`src/rtl/cfg_chain_loader.sv`:
```
`default_nettype none
// ============================================================================
// Module      : cfg_chain_loader
// Description : Sequences the serial configuration chain of one PE block.
//               Holds a host-written bitstream, pulses a chain clear, shifts
//               the bitstream into the chain head, then shifts it through a
//               second time while comparing the chain tail against the
//               expected bits. The chain therefore ends holding the bitstream.
// Ports       : clk            system clock (the chain also advances on clk)
//               reset          asynchronous active-high reset
//               wr_en/wr_addr/wr_data  host bitstream word writes (IDLE only)
//               start          one-cycle pulse that begins a sequence
//               config_reset   chain clear pulse
//               config_shift   chain advance enable, one shift per cycle
//               config_out     serial bit into the chain head
//               config_in      serial bit from the chain tail
//               busy/done      sequence status
//               error/err_idx  sticky verify mismatch and its first index
// Revision    : 1.0 - initial release
// ============================================================================
module cfg_chain_loader #(
  parameter int CHAIN_LEN = 14,
  parameter int WORD_W    = 32,
  parameter int DEPTH     = 1,
  parameter int AW        = 1
) (
  input  logic                         clk,
  input  logic                         reset,
  input  logic                         wr_en,
  input  logic [AW-1:0]                wr_addr,
  input  logic [WORD_W-1:0]            wr_data,
  input  logic                         start,
  output logic                         config_reset,
  output logic                         config_shift,
  output logic                         config_out,
  input  logic                         config_in,
  output logic                         busy,
  output logic                         done,
  output logic                         error,
  output logic [$clog2(CHAIN_LEN):0]   err_idx
);

  // Counter width only has to span 0..CHAIN_LEN-1.
  localparam int CW = (CHAIN_LEN > 1) ? $clog2(CHAIN_LEN) : 1;
  localparam int IW = $clog2(CHAIN_LEN) + 1;

  typedef enum logic [2:0] {
    S_IDLE   = 3'd0,
    S_CLEAR  = 3'd1,
    S_LOAD   = 3'd2,
    S_VERIFY = 3'd3,
    S_DONE   = 3'd4
  } state_t;

  state_t            state_q, state_d;
  logic [CW-1:0]     cnt_q, cnt_d;
  logic              error_q, error_d;
  logic [IW-1:0]     err_idx_q, err_idx_d;
  logic [WORD_W-1:0] mem_q [DEPTH];

  logic [DEPTH*WORD_W-1:0] flat_w;
  logic [CHAIN_LEN-1:0]    seq_w;
  logic                    bit_w;
  logic                    last_w;
  logic                    unused_hi_w;

  // Flatten storage so bit k sits at flat_w[k].
  for (genvar g = 0; g < DEPTH; g++) begin : g_flat
    assign flat_w[g*WORD_W +: WORD_W] = mem_q[g];
  end

  // seq_w[i] is the bit emitted at shift index i (MSB of the stream first).
  for (genvar g = 0; g < CHAIN_LEN; g++) begin : g_seq
    assign seq_w[g] = flat_w[CHAIN_LEN-1-g];
  end

  // High bits of the last word beyond CHAIN_LEN are stored but never shifted.
  assign unused_hi_w = ^flat_w;

  assign bit_w  = seq_w[cnt_q];
  assign last_w = (cnt_q == CW'(CHAIN_LEN-1));

  // --------------------------------------------------------------------------
  // Bitstream storage: writable only while idle; out-of-range addresses
  // match no word and are dropped.
  // --------------------------------------------------------------------------
  always_ff @(posedge clk or posedge reset) begin
    if (reset) begin
      for (int w = 0; w < DEPTH; w++) begin
        mem_q[w] <= '0;
      end
    end else if ((state_q == S_IDLE) && wr_en) begin
      for (int w = 0; w < DEPTH; w++) begin
        if (wr_addr == AW'(w)) begin
          mem_q[w] <= wr_data;
        end
      end
    end
  end

  // --------------------------------------------------------------------------
  // State register
  // --------------------------------------------------------------------------
  always_ff @(posedge clk or posedge reset) begin
    if (reset) begin
      state_q   <= S_IDLE;
      cnt_q     <= '0;
      error_q   <= 1'b0;
      err_idx_q <= '0;
    end else begin
      state_q   <= state_d;
      cnt_q     <= cnt_d;
      error_q   <= error_d;
      err_idx_q <= err_idx_d;
    end
  end

  // --------------------------------------------------------------------------
  // Next-state and output decode
  // --------------------------------------------------------------------------
  always_comb begin
    state_d      = state_q;
    cnt_d        = cnt_q;
    error_d      = error_q;
    err_idx_d    = err_idx_q;
    config_reset = 1'b0;
    config_shift = 1'b0;
    config_out   = 1'b0;
    done         = 1'b0;

    case (state_q)
      S_IDLE: begin
        if (start) begin
          state_d   = S_CLEAR;
          error_d   = 1'b0;
          err_idx_d = '0;
        end
      end

      S_CLEAR: begin
        config_reset = 1'b1;
        cnt_d        = '0;
        state_d      = S_LOAD;
      end

      S_LOAD: begin
        config_shift = 1'b1;
        config_out   = bit_w;
        if (last_w) begin
          cnt_d   = '0;
          state_d = S_VERIFY;
        end else begin
          cnt_d = cnt_q + CW'(1);
        end
      end

      S_VERIFY: begin
        // Re-shifting the same stream pushes the loaded copy out of the
        // tail one bit per cycle, so tail bit i must equal stream bit i.
        config_shift = 1'b1;
        config_out   = bit_w;
        if ((config_in != bit_w) && !error_q) begin
          error_d   = 1'b1;
          err_idx_d = IW'(cnt_q);
        end
        if (last_w) begin
          cnt_d   = '0;
          state_d = S_DONE;
        end else begin
          cnt_d = cnt_q + CW'(1);
        end
      end

      S_DONE: begin
        done    = 1'b1;
        state_d = S_IDLE;
      end

      default: begin
        state_d = S_IDLE;
      end
    endcase
  end

  assign busy    = (state_q != S_IDLE);
  assign error   = error_q;
  assign err_idx = err_idx_q;

endmodule
`default_nettype wire

```
`config.mk`:
```
export PLATFORM = sky130hd
export DESIGN_NAME = cfg_chain_loader
export DESIGN_NICKNAME = d
export VERILOG_FILES = /design/src/rtl/cfg_chain_loader.sv
export SDC_FILE = /design/constraint.sdc
export NUM_CORES = 1
export LEC_CHECK = 0
export CORE_UTILIZATION = 30
export DETAILED_ROUTE_END_ITERATION = 16
export GPL_ROUTABILITY_DRIVEN = 1
export SLEW_MARGIN = 25
export SYNTH_ARGS = -nofsm -noshare
export SYNTH_HDL_FRONTEND = slang
export SYNTH_SLANG_ARGS = --single-unit
```
`constraint.sdc`:
```
create_clock -name clk -period 2.35 [get_ports clk]
set_input_delay 0.235 -clock clk [delete_from_list [all_inputs] [get_ports clk]]
set_output_delay 0.235 -clock clk [all_outputs]
set_load 0.05 [all_outputs]
```
==> flow_summary.ini <==
[status]
status = finished, final reports clean

[logic_synthesis]
ys_ff_latch = 26
synthArstFlopShare_pct = 100
synth-edff-count = 0
netlist-cell-type-count = 36
syn_area_per_cell_um2 = 11.3
synth_seq_area_share_pct = 47.2
yosys_warnings = 0
synth_cells = 122
synth_area_mm2 = 0.00138
ys.flop_type = dfrtp_1
synth_fp_nets = 162

[routing]
drc = 0
drt-initial-drc-count = 25
drtPass1Iterations = 4
avgViaCountPerCell = 4.81
wl_per_cell_um = 12.4
via_count = 982
wl_um = 2530
ant_nets = 0

[global_routing]
grt_overflow = 0
grt_max_degree = 27
grt_pass1_vias = 1033
track_usage_pct = 11.0
grt_pass1_wl_um = 4360
antenna_found_initial = 0

[clock_network]
cts_tree = built
cts_buffer_depth = 2
insertion_delay_ns = 0.27
clkTransAtPathRegs_ns = 0.09
cts_max_level = 1
cts_inserted_buffers = 3
clock_sinks = 26
cts_post_setup_buffers_inserted = 0
clockRootBuffer = clkbuf_8

[finish]
insertedDiodeCount = 0
final_cell_mix = clkdlybuf4s50_1 (28), dfrtp_1 (25), mux2_2 (18), nand2_1 (15)
final_nets = 193
post-route-util_pct = 40.6
layout-drive-gt1-share_pct = 23.0
syn_to_final_growth_pct = 29.2
mostFrequentLayoutCell = clkdlybuf4s50_1

[power]
seq_power_share_pct = 36.7
p_leak_nw = 0.781
comb_power_share_pct = 50.4
p_sw_uw = 905
vdd_ir_drop_max_mv = 0.441
p_int_mw = 1.31
p_sw_share_pct = 40.8
power_frac_clock_pct = 12.9
power_mw = 2.22
power.density_mw_per_mm2 = 1250

[timing]
min_period_ns = 2.24
whs_ns = 0.309
max_freq_mhz = 447
finClkSkew_ns = 0.00250
fin_crit_sh_pct = 95.2
rsz0062_at_grt = false
final.setup.tns_ns = 0
finalHoldViolCount = 0
setup_viol = 0
slew_viol_final = 0

[worst_setup_path]
cp.required_ns = 2.12
critPathKind = reg2out
regToRegSetupSlack_ns = 0.21
start_kind = flop
critical_path_arrival_ns = 2.00
cp-end-kind = primary output
reg2reg_depth = 5
cp_max_fo = 5

[placed_design]
hpwl_um = 1940
port-buffer-count = 29
gp_congestion = 0.759

[flow_run]
max_cap_violations = 0

[floorplan]
coreArea_mm2 = 0.00438
io_pins = 49
fp.dieH_um = 69.8
start_util_pct = 31.4
dieArea_mm2 = 0.00487
fp.dieW_um = 69.8
rows = 24

[worst_hold_path]
hp-class = in2async
[power groups by stage]
| stage | Clock (mW) | Sequential [mW] | Combinational [mW] |
|---|---|---|---|
| floorplan | 0 | 0.838 | 0.808 |
| global placement | 0 | 0.814 | 1.09 |
| detailed placement | 0 | 0.824 | 1.12 |
| CTS | 0.299 | 0.815 | 1.13 |
| global route | 0.325 | 0.848 | 1.22 |
| finish | 0.287 | 0.814 | 1.12 |
[final cells by class]
| class | instances | area [um2] |
|---|---|---|
| flip-flops and latches | 26 | 652 |
| clock buffers | 4 | 55.1 |
| inverters | 4 | 15.0 |
| fillers | 420 | 2600 |
| repair buffers | 33 | 318 |
| multi-input cells | 85 | 677 |
| well taps | 52 | 65.1 |
[worst max-delay path, stage by stage, from the launching register on]
cell	delay (ns)
dfrtp_2	0.43
mux2_2	0.35
mux4_2	0.51
o21ai_1	0.18
nor2b_1	0.08
buf_4	0.19
[cells in the mapped netlist, types with 2 or more instances]
library cell | instances | area [um2]
and2_1 | 3 | 18.8
clkbuf_1 | 4 | 15.0
dfrtp_1 | 26 | 651
ha_1 | 2 | 25.0
inv_1 | 4 | 15.0
mux2_2 | 18 | 203
mux2i_1 | 6 | 60.1
nand2_1 | 15 | 56.3
nand3_1 | 4 | 20.0
nor2_1 | 4 | 15.0
nor2b_1 | 2 | 12.5
nor3_1 | 3 | 15.0
nor3b_1 | 2 | 15.0
o21ai_0 | 7 | 35.0
[cell families after synthesis]
| family | count (synthesis) | synth area share, % |
|---|---|---|
| xor+xnor | 2 | 1.27 |
| compound gates | 14 | 8.17 |
| other cells | 1 | 0.272 |
| fa+ha+maj | 2 | 1.81 |
| buf+inv | 11 | 3.90 |
| simple gates | 39 | 14.8 |
| flops | 26 | 47.2 |
| mux | 27 | 22.6 |
[state kept, by name, summed over array words and instances, names as in the netlist]
| signal | count |
|---|---|
| state_q | 3 |
| cnt_q | 4 |
| flat_w | 14 |
| error | 1 |
| err_idx | 4 |
[repair_timing]
action / CTS / global route
setup endpoints to repair: 1 / 1
resized for setup: 1 / 1
hold buffers: 0 / 0
gates cloned: 0 / 0
[layer usage]
layer | GRT usage (%) | routed length [um] | part of all wire [%]
met3 | 1.89 | 83 | 3.3
met2 | 19.9 | 1290 | 51
met5 | 0 | 0 | 0
met1 | 12.8 | 1090 | 43
met4 | 4.67 | 58 | 2.3
[final timing paths]
check                                from    endpoint
worst max-delay path             cnt_q[2]  config_out
worst min-delay path                reset   flat_w[1]
worst max register to register   cnt_q[2]  err_idx[1]
min in group clk                flat_w[4]   flat_w[4]
worst min register to register  flat_w[4]   flat_w[4]
max in group asynchronous           reset    cnt_q[2]
[per-stage QoR]
step	instance area, um2	std cells	setup WS [ns]
after floorplan	1380	122	0.167
after global placement	1730	200	0.0628
after detailed placement	1730	200	0.0176
after CTS	1780	204	0.0221
after global routing	1780	204	0.0163
final	1780	204	0.112
Note: power is estimated with default switching activity, not from simulation.
